`config.mk`:
```
export PLATFORM = sky130hd
export DESIGN_NAME = scarv_cop_mem_sg
export DESIGN_NICKNAME = d
export VERILOG_FILES = /design/src/rtl/scarv_cop_mem_sg.sv
export SDC_FILE = /design/constraint.sdc
export NUM_CORES = 1
export LEC_CHECK = 0
export CORE_MARGIN = 2
export CORE_UTILIZATION = 35
export CTS_BUF_LIST = sky130_fd_sc_hd__clkbuf_16
export CTS_CLUSTER_SIZE = 28
export DETAILED_ROUTE_END_ITERATION = 7
export PLACE_DENSITY = 0.77
export SETUP_SLACK_MARGIN = 0.15
export SYNTH_ARGS = -nofsm -noshare
export SYNTH_HDL_FRONTEND = slang
export SYNTH_SLANG_ARGS = --single-unit
```
`constraint.sdc`:
```
create_clock -name g_clk -period 5.26 [get_ports g_clk]
set_clock_uncertainty 0.05 [all_clocks]
set_input_delay 0.526 -clock g_clk [delete_from_list [all_inputs] [get_ports g_clk]]
set_output_delay 0.526 -clock g_clk [all_outputs]
set_load 0.02 [all_outputs]
```
`src/rtl/scarv_cop_mem_sg.sv`:
```
// Scatter/gather and strided CPR load/store engine.
// One element per cop_mem transaction, 8/16/32-bit elements.
module scarv_cop_mem_sg #(
  parameter int CPR_W = 32
) (
  input  logic               g_clk,
  input  logic               g_resetn,
  input  logic               ivalid,
  input  logic               op_store,
  input  logic               op_indexed,
  input  logic [1:0]         op_ew,
  input  logic [31:0]        gpr_base,
  input  logic [31:0]        gpr_stride,
  input  logic [CPR_W-1:0]   cpr_idx,
  input  logic [CPR_W-1:0]   cpr_data,
  output logic               idone,
  output logic               addr_error,
  output logic               bus_error,
  output logic [CPR_W/8-1:0] rd_ben,
  output logic [CPR_W-1:0]   rd_wdata,
  output logic               cop_mem_cen,
  output logic               cop_mem_wen,
  output logic [31:0]        cop_mem_addr,
  output logic [31:0]        cop_mem_wdata,
  output logic [3:0]         cop_mem_ben,
  input  logic [31:0]        cop_mem_rdata,
  input  logic               cop_mem_stall,
  input  logic               cop_mem_error
);

  localparam int NB = CPR_W / 8;
  localparam int EB = $clog2(NB);

  typedef enum logic [2:0] {
    IDLE, CHK, REQ, RSP, DONE, ERR
  } state_t;

  state_t          state;
  state_t          nxt;
  logic [EB-1:0]   e;
  logic [CPR_W-1:0] buffer;
  logic            err_bus;

  logic [7:0]      sh;
  logic [31:0]     emask;
  logic [31:0]     idx_e;
  logic [31:0]     dat_e;
  logic [31:0]     ea;
  logic [31:0]     lane;
  logic [31:0]     wrep;
  logic [3:0]      wben;
  logic            misal;
  logic            last;

  always_comb begin
    sh    = '0;
    emask = '0;
    wrep  = '0;
    wben  = '0;
    misal = 1'b1;
    unique case (op_ew)
      2'd0: begin
        sh    = 8'(e) << 3;
        emask = 32'h0000_00ff;
        wrep  = {4{dat_e[7:0]}};
        wben  = 4'b0001 << ea[1:0];
        misal = 1'b0;
      end
      2'd1: begin
        sh    = 8'(e) << 4;
        emask = 32'h0000_ffff;
        wrep  = {2{dat_e[15:0]}};
        wben  = 4'b0011 << ea[1:0];
        misal = ea[0];
      end
      2'd2: begin
        sh    = 8'(e) << 5;
        emask = 32'hffff_ffff;
        wrep  = dat_e;
        wben  = 4'b1111;
        misal = |ea[1:0];
      end
      default: misal = 1'b1;
    endcase
  end

  assign idx_e = 32'(cpr_idx >> sh) & emask;
  assign dat_e = 32'(cpr_data >> sh) & emask;
  assign ea    = gpr_base + (op_indexed ? idx_e
                                        : 32'(e) * gpr_stride);
  assign lane  = (cop_mem_rdata >> {ea[1:0], 3'b000}) & emask;
  assign last  = e == EB'((NB >> op_ew) - 1);

  // state register plus element counter, load buffer and fault kind
  always_ff @(posedge g_clk) begin
    if (!g_resetn) begin
      state   <= IDLE;
      e       <= '0;
      buffer  <= '0;
      err_bus <= 1'b0;
    end else begin
      state <= nxt;
      if (state == IDLE) begin
        e <= '0;
      end else if (state == RSP && ivalid && !cop_mem_error) begin
        if (!last) e <= e + 1'b1;
        if (!op_store) begin
          buffer <= (buffer & ~(CPR_W'(emask) << sh))
                  | (CPR_W'(lane) << sh);
        end
      end
      if (state == CHK) err_bus <= 1'b0;
      if (state == RSP && cop_mem_error) err_bus <= 1'b1;
    end
  end

  always_comb begin
    nxt = state;
    if (state != IDLE && !ivalid) begin
      nxt = IDLE;
    end else begin
      unique case (state)
        IDLE: if (ivalid) nxt = CHK;
        CHK:  nxt = misal ? ERR : REQ;
        REQ:  if (!cop_mem_stall) nxt = RSP;
        RSP: begin
          if (cop_mem_error) nxt = ERR;
          else if (last)     nxt = DONE;
          else               nxt = CHK;
        end
        DONE:    nxt = IDLE;
        ERR:     nxt = IDLE;
        default: nxt = IDLE;
      endcase
    end
  end

  always_comb begin
    idone         = 1'b0;
    addr_error    = 1'b0;
    bus_error     = 1'b0;
    rd_ben        = '0;
    rd_wdata      = '0;
    cop_mem_cen   = 1'b0;
    cop_mem_wen   = 1'b0;
    cop_mem_addr  = '0;
    cop_mem_wdata = '0;
    cop_mem_ben   = '0;
    unique case (state)
      REQ: begin
        cop_mem_cen  = 1'b1;
        cop_mem_wen  = op_store;
        cop_mem_addr = {ea[31:2], 2'b00};
        if (op_store) begin
          cop_mem_wdata = wrep;
          cop_mem_ben   = wben;
        end
      end
      DONE: begin
        idone = 1'b1;
        if (!op_store) begin
          rd_ben   = '1;
          rd_wdata = buffer;
        end
      end
      ERR: begin
        idone      = 1'b1;
        addr_error = !err_bus;
        bus_error  = err_bus;
      end
      default: ;
    endcase
  end

endmodule

```
==> impl_metrics.toml <==
[floorplan]
io_pins = 278
initial_core_util_pct = 35.5
core_um2 = 23300
die_h_um = 158
row_count = 56
dieArea_um2 = 24900
die_x_um = 158

[sta]
tightest_slew_ps = 1120
timing.fmax_mhz = 181
rsz0062_at_grt = "yes"
layout_min_cycle_time_ps = 5530
hold_viol = 0
setup_slack_ps = -268
finalCritPeriodShare_pct = 105
setup_violations = 5
final_max_slew_viol_count = 0
tns_ps = -523
slew_headroom_pct = 25.3

[critical_path]
crit_path_max_incr_delay_ps = 380
startpoint_type = "register"
path_cells = "buf_6, and2_1, ha_1, o21ai_2, nor2_2, nand4_1, a41o_1, o2111a_1, nor3_2, buf_4, xnor2_1, o22ai_2, ha_4, a21oi_2, a21boi_0, o21ai_1, nand3_2, buf_4, o2111ai_2, a21oi_2, o21a_1, o221ai_2, nor3b_4, buf_6"
r2r_start = "e[0]$_SDFFE_PP0P_"
reg2reg_depth = 19
regToRegEndpoint = "buffer[16]$_SDFFE_PN0P_"
crit_path_end_kind = "output port"
path_class = "reg -> out"
critPathLaunch = "e[1]$_SDFFE_PP0P_"
arrival_ps = 4950
r2r_setup_slack_ps = 1150
crit_required_ps = 4680
crit_end = "cop_mem_addr[31]"
cp_slowest_cell = "dfxtp_4"
path_max_fanout = 7

[place]
place_congestion = 1.01
place_inst = 2037
portBuffers = 275
placedInstanceArea_um2 = 13100
dp_hpwl_mm = 31.3

[clocking]
clock_sinks = 38
htreeDepth = 2
clk_pin_slew_ps = 60
clockBufferDepth = 2
cts-buffers-inserted = 5
root_buffer = "clkbuf_16"
clock_latency_ps = 280
tritoncts = "done"
ctsHoldBuffers = 0

[power]
irDropWorstVdd_v = 0.000153
leakagePower_nw = 6.39
power_density_nw_per_um2 = 97.2

[yosys]
syn_area_um2 = 8280
syn_inst = 1279
netlist.area_leader.share_pct = 10.3
synth_edf_count = 0
synth_largest_area_cell = "ha_1"
seq_area_frac_synth_pct = 9.19
synth_flop_cell = "dfxtp_1"
synth_area_per_cell_um2 = 6.47
yosys_warnings = 0
ys_types = 77
ys_top_cells_by_area = "ha_1 (10%), dfxtp_1 (9.2%), a21oi_1 (8.5%), nand2_1 (8.4%), and2_1 (7.7%)"
ys_async_sr_fraction_pct = 0
synth_seq_cells = 38

[min_path]
holdCritPathClass = "reg -> reg"
hold-path-cell-count = 2
min_from = "buffer[23]$_SDFFE_PN0P_"

[global_routing]
gr-total-overflow = 0
antenna_found_initial = 2
grt_pass1_wl_mm = 61.0
grt_usage_pct = 30.8
grt_pass1_vias = 11300
grt_max_degree = 57

[layout]
fin_cells = 2101
area_growth_pct = 79.2
nNetsFinal = 2016
n_fill_cell = 1992
drive_gt1_share_pct = 31.0
fin_area_um2 = 14800

[status]
violations = "setup timing"
outcome = "finished, violations left"

[detailed_routing]
vias_per_cell = 5.69
postRouteAntennaNets = 0
vias = 12000
routed_wl_mm = 41.3
drt_first_pass_iters = 7
wl_per_cell_um = 19.7
post-route-drc-count = 0
drt-initial-drc-count = 1282

[run]
max-cap-violations = 0
==> report_power, final <==
| group | internal [W] | leakage [nW] | switching [W] |
|---|---|---|---|
| combinational | 0.000382 | 5.99 | 0.000380 |
| clock | 0.000270 | 0.0915 | 0.000120 |
| sequential | 0.000288 | 0.308 | 0.00000266 |
==> worst min path at each step <==
| stage | to |
|---|---|
| floorplan | buffer[23]$_SDFFE_PN0P_ |
| global placement | buffer[23]$_SDFFE_PN0P_ |
| detailed placement | buffer[23]$_SDFFE_PN0P_ |
| CTS | buffer[23]$_SDFFE_PN0P_ |
| global route | buffer[23]$_SDFFE_PN0P_ |
| finish | buffer[23]$_SDFFE_PN0P_ |
==> timing repair <==
item,4_1_cts,5_1_grt
resized for setup,284,116
endpoints found under the setup margin,27,28
buffers inserted,40,12
pin swaps,122,86
==> logic make-up after synthesis <==
group / after synthesis / share of synthesized area, %
AO/OA/AOI/OAI: 408 / 31.1
XOR/XNOR: 44 / 4.66
adder cells (fa/ha/maj): 70 / 10.8
buffers and inverters: 113 / 5.37
flip-flops: 38 / 9.19
multiplexers: 54 / 6.62
other: 1 / 0.0453
AND/OR/NAND/NOR: 551 / 32.2
==> flip-flops by register name, indices dropped and copies added (netlist names) <==
register / cells
buffer: 32
e: 2
err_bus: 1
state: 3
==> metrics by stage <==
step | total power [W] | setup slack (ps) | utilization, % | hold WS [ps]
2_1_floorplan | 0.000598 | 155 | - | 376
3_3_place_gp | 0.000945 | -986 | 56.0 | 384
3_5_place_dp | 0.000948 | -1070 | 56.0 | 396
4_1_cts | 0.00138 | -70.9 | 60.9 | 404
5_1_grt | 0.00150 | -476 | 63.6 | 425
6_report | 0.00144 | -268 | 63.6 | 403
==> cells in the mapped netlist, drive strengths merged (9+ instances only) <==
library cell / number
a21o: 32
mux2i: 48
o2bb2ai: 9
xor2: 20
a21oi: 141
nand2: 185
ha: 68
nor2: 114
o21ai: 72
a21boi: 16
o21bai: 9
a22oi: 33
a211oi: 13
nor3: 20
nand3: 48
and2: 103
buf: 13
nand2b: 10
clkbuf: 72
xnor2: 24
o22ai: 27
o21a: 11
nor2b: 26
dfxtp: 38
inv: 28
and3: 10
==> placed cells by master (no fill, tap or decap), types with 18 or more instances in the layout <==
master / netlist / final
a22oi_1: 32 / 32
ha_1: 68 / 39
nor2_1: 111 / 100
dfxtp_1: 38 / 36
dlygate4sd2_1: 0 / 20
xnor2_1: 24 / 19
a21oi_2: 1 / 34
nand3_1: 48 / 46
ha_4: 0 / 24
a21oi_1: 140 / 102
o21ai_0: 60 / 42
buf_6: 0 / 25
nor2b_1: 26 / 24
mux2i_1: 48 / 45
nand2_1: 185 / 176
clkdlybuf4s50_1: 0 / 229
and2_1: 102 / 89
buf_4: 5 / 287
inv_1: 27 / 24
xor2_1: 20 / 18
a21o_1: 30 / 30
o22ai_1: 27 / 19
==> layer usage <==
layer	up-vias	global-route usage (%)	part of all wire, %
met1	5682	40.7	41
li1	5549	-	-
met4	0	9.39	3.5
met5	-	0	0
met3	108	3.09	7.8
met2	626	52.6	48
==> worst max-delay path, delay by kind of cell (launching register included) <==
family | cells | cell delay [ps]
flip-flops | 1 | 380
buffers and inverters | 4 | 580
adder cells (fa/ha/maj) | 2 | 590
XOR/XNOR | 1 | 130
AND/OR/NAND/NOR | 6 | 980
AO/OA/AOI/OAI | 11 | 2000
==> final cells by class <==
type,instances,area [um^2],share of cell area [%]
flip-flops and latches,38,768,5.18
well taps,319,399,2.69
multi-input cells,1129,8310,56.0
clock inverters,3,63.8,0.430
inverters,28,105,0.708
clock buffers,5,125,0.843
repair buffers,575,5060,34.1
diodes,4,10.0,0.0675
No activity file was read; power rests on OpenSTA's default activity.
==> RTL edit 1 (same flow settings) <==
Change the parameter `CPR_W` from 32 to 16.
--- a/src/rtl/scarv_cop_mem_sg.sv
+++ b/src/rtl/scarv_cop_mem_sg.sv
@@ -1,7 +1,7 @@
 // Scatter/gather and strided CPR load/store engine.
 // One element per cop_mem transaction, 8/16/32-bit elements.
 module scarv_cop_mem_sg #(
-  parameter int CPR_W = 32
+  parameter int CPR_W = 16
 ) (
   input  logic               g_clk,
   input  logic               g_resetn,
Interface: changed (resized cpr_data, cpr_idx, rd_ben and rd_wdata); port bits go from 278 to 228. The function was not compared with the original's and may differ.
==> RTL edit 1 against the unedited design <==
- highest routed layer unchanged
- final area decreased by 53%
- non-clock buffer count decreased by 316
- sequential cell count decreased by 17
- setup slack improved by 640 ps
- total power decreased by 51%
- synthesized area decreased by 48%
- wire length decreased by 61%
- utilization decreased by 5.4 points
- combinational power decreased by 49%
==> RTL edit 1: results (changes against the unedited design) <==
[metrics] CTS tree: done
[metrics] floorplan die area: 0.0133 mm² (-47%)
[metrics] FILL cells: 1114 (-44%)
[metrics] total leakage power: 3.19 nW (-50%)
[metrics] All-Layer GR Usage: 22.9% (-7.9 points)
[metrics] Worst EP arrival: 4310 ps (-640 ps)
[metrics] path type of the worst min-delay path: reg -> reg
[metrics] Unique masters post-synth: 60 (-22%)
[metrics] initial antenna violation count: 0 (-2)
[metrics] met3 wire length: 1420 µm (-56%)
[metrics] worst stage delay on the critical path: 480 ps (+100 ps)
[metrics] maximum number of pins on one net before global-route repair: 33 (-42%)
[metrics] top layer used by detailed routing: met4
[metrics] most common library cells after synthesis: nand2_1, a21oi_1, and2_1
[metrics] count of yosys warnings during synthesis: 0 (unchanged)
[metrics] CTS clock-pin slew for the worst setup and hold paths: 50 ps
[metrics] via count of the first global-routing pass: 5095 (-55%)
[metrics] wire length per cell after detailed routing: 15.3 µm (-22%)
[metrics] worst ir drop on vdd: 0.161 mV (+5.2%)
[metrics] Antenna diodes: 0 (-4)
[metrics] number of H-tree levels: 1 (-1)
[metrics] Final HPWL DP: 13300 µm (-58%)
[metrics] antenna-violating nets left: 0 (unchanged)
[metrics] proportion of layout cells with a drive suffix above 1: 8.68% (-22 points)
[metrics] Net Switching: 243 µW (-52%)
[metrics] detailed-router iteration count before antenna repair: 5 (-2)
[metrics] amount of wire on met2 after detailed routing: 7330 µm (-63%)
[metrics] result of the run: completed
[metrics] Inserted Clock Buffers: 3 (-2)
[metrics] DR vias/cell: 5.23 (-8.1%)
[metrics] total number of nets in the final design: 1069 (-47%)
[metrics] crit-path max FO: 6 (-1)
[metrics] cell type of the slowest stage on the worst timing path: clkdlybuf4s50_1
[metrics] post-route met1 wirelength: 7010 µm (-59%)
[metrics] largest cells by area after synthesis: ha_1, dfxtp_1, nand2_1
[metrics] async set or reset register ratio after synthesis: 0% (unchanged)
[metrics] first-pass GRT wire length: 25000 µm (-59%)
[metrics] RePlAce Congestion: 0.955 (-5.5%)
[metrics] biggest regs: buffer (16), state (3)
[metrics] number of port buffers: 225 (-18%)
[metrics] post-synthesis sequential area ratio: 9.72% (+0.53 points)
[metrics] clock latency on the worst-skew pair: 250 ps (-30 ps)
[metrics] headroom to the max-slew limit: 57.4% (+32 points)
[metrics] number of DRC markers in iteration 0: 300 (-77%)
-- RTL edit 1: cell count changes after synthesis, moves of 28 or more --
| cell | before | now |
|---|---|---|
| a21oi_1 | 140 | 78 |
| nand3_1 | 48 | 20 |
| nor2_1 | 111 | 56 |
| a22oi_1 | 32 | 1 |
| and2_1 | 102 | 61 |
| nand2_1 | 185 | 110 |
| clkbuf_1 | 72 | 19 |
-- RTL edit 1: logic make-up (layout without fill, tap and decap cells) --
| group | Yosys count | after routing | share of synthesized area, % |
|---|---|---|---|
| muxes | 26 | 26 | 6.02 |
| buffers and inverters | 46 | 279 | 5.12 |
| adders and majority gates | 44 | 44 | 12.9 |
| and+or+nand+nor | 300 | 300 | 33.9 |
| xor gates and xnor gates | 23 | 23 | 4.66 |
| AOI/OAI and AO/OA | 192 | 192 | 27.6 |
| DFF | 21 | 21 | 9.72 |
| other | 1 | 2 | 0.0867 |
-- RTL edit 1: cell type report --
cell class,instances,area share (%)
clock inverters,1,0.0534
multi-input cells,587,53.5
inverters,16,0.855
flip-flops and latches,21,5.99
repair buffers,259,35.5
clock buffers,3,1.07
well taps,168,2.99
-- RTL edit 1: repair_timing --
| action | in CTS | in global routing |
|---|---|---|
| pin swaps | 1 | 2 |
| setup endpoints to repair | 14 | 21 |
| hold buffers | 0 | 0 |
| resized for setup | 15 | 42 |
| setup buffers | 1 | 2 |
-- RTL edit 1: through the flow --
| step | cells | cell area [µm²] | power [mW] | worst slack, ps |
|---|---|---|---|---|
| after CTS | 1053 | 6960 | 0.700 | 151 |
| after global placement | 1048 | 6870 | 0.541 | -9.50 |
| after global routing | 1055 | 7020 | 0.755 | 124 |
| after detailed placement | 1048 | 6870 | 0.542 | -111 |
| final | 1055 | 7020 | 0.705 | 376 |
| after floorplan | 654 | 4330 | 0.364 | 968 |
-- RTL edit 1: power groups by stage --
stage	Clock [mW]	Combinational (mW)	Sequential, mW
floorplan	0	0.199	0.164
global placement	0	0.376	0.166
detailed placement	0	0.377	0.166
CTS	0.158	0.380	0.162
global route	0.170	0.422	0.163
finish	0.154	0.389	0.162
-- RTL edit 1: final timing paths --
kind | startpoint | endpoint | slack [ps] | cells after the start
min | err_bus | err_bus | 470 | 2
max | op_ew[0] | cop_mem_addr[24] | 380 | 18
max reg2reg | e | buffer[8] | 1660 | 12
min reg2reg | err_bus | err_bus | 470 | 2
-- RTL edit 1: worst max-delay path, delay by kind of cell --
kind,cells,cell delay (ps)
compound gates,5,1010
simple gates,8,1120
buf+inv,3,990
fa+ha+maj,2,630
-- RTL edit 1: per-layer routing --
| metal | vias to the layer above | GRT usage, % |
|---|---|---|
| li1 | 2757 | - |
| met1 | 2485 | 30.3 |
| met2 | 249 | 39.4 |
| met3 | 28 | 3.74 |
| met4 | 0 | 4.42 |
| met5 | - | 0 |
==> RTL edit 2 (same settings) <==
Without the edit above. The 6 states of `state_t` get a Gray code encoding in 3 bits.
--- a/src/rtl/scarv_cop_mem_sg.sv
+++ b/src/rtl/scarv_cop_mem_sg.sv
@@ -32,7 +32,7 @@
   localparam int EB = $clog2(NB);
 
   typedef enum logic [2:0] {
-    IDLE, CHK, REQ, RSP, DONE, ERR
+    IDLE = 3'b000, CHK = 3'b001, REQ = 3'b011, RSP = 3'b010, DONE = 3'b110, ERR = 3'b111
   } state_t;
 
   state_t          state;
Behaviour: same outputs for any inputs over 4 cycles, from zero or initial values and one cycle with g_resetn low; so few cycles prove little.
==> RTL edit 2 against the unedited design <==
- the run still ends with negative setup slack left
- critical endpoint is now cop_mem_addr[30]
- synthesized cell count fell by 3.0%
- final area down 5.6%
- wire length down 7.3%
- synthesized area decreased by 2.4%
- sequential cell count unchanged
- clock power down 15%
- setup slack better by 93 ps
- largest cell class unchanged
- total power fell by 7.1%
==> RTL edit 2: results (changes against the unedited design) <==
[metrics] Final HPWL DP: 30100 µm (-3.9%)
[metrics] failing checks: negative setup slack
[metrics] initial antenna violation count: 3 (+1)
[metrics] xor and xnor fraction of the mapped netlist area: 5.75% (+1.1 points)
[metrics] post-synthesis sequential area ratio: 9.42% (+0.23 points)
[metrics] result of the run: finished with violations
[metrics] total number of nets in the final design: 1961 (-2.7%)
[metrics] proportion of layout cells with a drive suffix above 1: 27.8% (-3.2 points)
[metrics] Routed WL: 38300 µm (-7.3%)
[metrics] DR vias/cell: 5.63 (-1.2%)
[metrics] Inserted Clock Buffers: 5 (unchanged)
[metrics] headroom to the max-slew limit: 32.3% (+7.0 points)
[metrics] setup TNS after final layout: -752 ps (-229 ps)
[metrics] most common library cells after synthesis: nand2_1, a21oi_1, nor2_1
[metrics] maximum number of pins on one net before global-route repair: 36 (-37%)
[metrics] via count of the first global-routing pass: 10800 (-4.6%)
[metrics] largest family of logic cells by synthesized area: compound AO/OA/AOI/OAI gates
[metrics] All-Layer GR Usage: 29.5% (-1.3 points)
[metrics] total power consumption of the routed design: 1.34 mW (-7.1%)
[metrics] FILL cells: 1983 (-0.45%)
[metrics] RePlAce Congestion: 0.973 (-3.7%)
[metrics] synthesized-area fraction occupied by adder cells: 11.0% (+0.27 points)
[metrics] power attributed to combinational cells: 717 µW (-5.9%)
[metrics] clock network fraction of total power: 24.7% (-2.3 points)
[metrics] first-pass GRT wire length: 57300 µm (-6.0%)
[metrics] count of endpoints failing setup in the final report: 8 (+3)
[metrics] number of DRC markers in iteration 0: 811 (-37%)
[metrics] largest cells by area after synthesis: ha_1, dfxtp_1, a21oi_1
[metrics] Compound-Gate Fraction of Synth Area: 31.7% (+0.54 points)
[metrics] final worst slack: -175 ps (+93.1 ps)
[RTL edit 2: cell count changes after synthesis, moves of 7 or more]
cell / change
mux2i_1: -7
nand2_1: -20
nor2_1: -7
nor3b_1: -7
o21ai_0: +9
o22ai_1: +11
o2bb2ai_1: -8
xor2_1: +11
[RTL edit 2: final timing paths]
kind                      end  slack (ps)  depth (start not counted)
max reg2reg        buffer[26]         930                         18
min                buffer[26]         410                          2
min reg2reg        buffer[26]         410                          2
max          cop_mem_addr[30]        -180                         25
[RTL edit 2: area by class of cell]
| type | count | area, µm² | share of cell area, % |
|---|---|---|---|
| sequential | 38 | 768 | 5.48 |
| multi-input combinational | 1092 | 7720 | 55.1 |
| antenna | 3 | 7.51 | 0.0536 |
| timing repair buffer | 556 | 4890 | 34.9 |
| tap | 285 | 357 | 2.55 |
| clock inverter | 2 | 33.8 | 0.241 |
| inverter | 29 | 111 | 0.795 |
| clock buffer | 5 | 125 | 0.893 |
[RTL edit 2: cell families (layout without fill, tap and decap cells)]
logic type	after synthesis	count (layout)
mux	47	47
flops	38	38
simple gates	511	511
buf+inv	111	592
fa+ha+maj	70	70
compound gates	409	409
xor+xnor	53	53
other cells	1	5
[RTL edit 2: layer usage]
| metal | global-route usage, % | part of all wire [%] | vias up |
|---|---|---|---|
| met3 | 3.53 | 7.1 | 120 |
| met1 | 37.9 | 42 | 5293 |
| met4 | 13.7 | 5.2 | 0 |
| met2 | 49.3 | 46 | 513 |
| li1 | - | - | 5381 |
| met5 | 0 | 0 | - |
[RTL edit 2: per-stage QoR]
| stage | hold slack, ps | instances | instance area [µm²] | worst slack (ps) | util [%] |
|---|---|---|---|---|---|
| 2_1_floorplan | 386 | 1241 | 8150 | 145 | - |
| 3_3_place_gp | 400 | 1949 | 12700 | -965 | 56.0 |
| 3_5_place_dp | 409 | 1949 | 12700 | -1070 | 56.0 |
| 4_1_cts | 416 | 1988 | 13400 | -116 | 59.3 |
| 5_1_grt | 439 | 2010 | 14000 | -390 | 61.9 |
| 6_report | 411 | 2010 | 14000 | -175 | 61.9 |
[RTL edit 2: timing repair]
| action | in CTS | in global routing |
|---|---|---|
| gates resized for setup | 213 | 98 |
| setup buffers | 32 | 19 |
| setup endpoints to repair | 27 | 30 |
| hold endpoints to repair | 0 | 0 |
| pin swaps | 90 | 58 |
[RTL edit 2: worst reg2reg max path, cell delays in order, from the launching register on]
cell	delay, ps
dfxtp_4	380
buf_6	110
buf_4	110
buf_4	200
a22oi_2	110
or2_4	310
buf_4	150
and3_1	150
a211oi_2	150
a21o_1	180
buf_4	130
inv_1	40
fa_1	680
buf_12	230
mux2_2	360
a21oi_1	350
o22ai_1	180
a22oi_1	240
a21boi_0	110
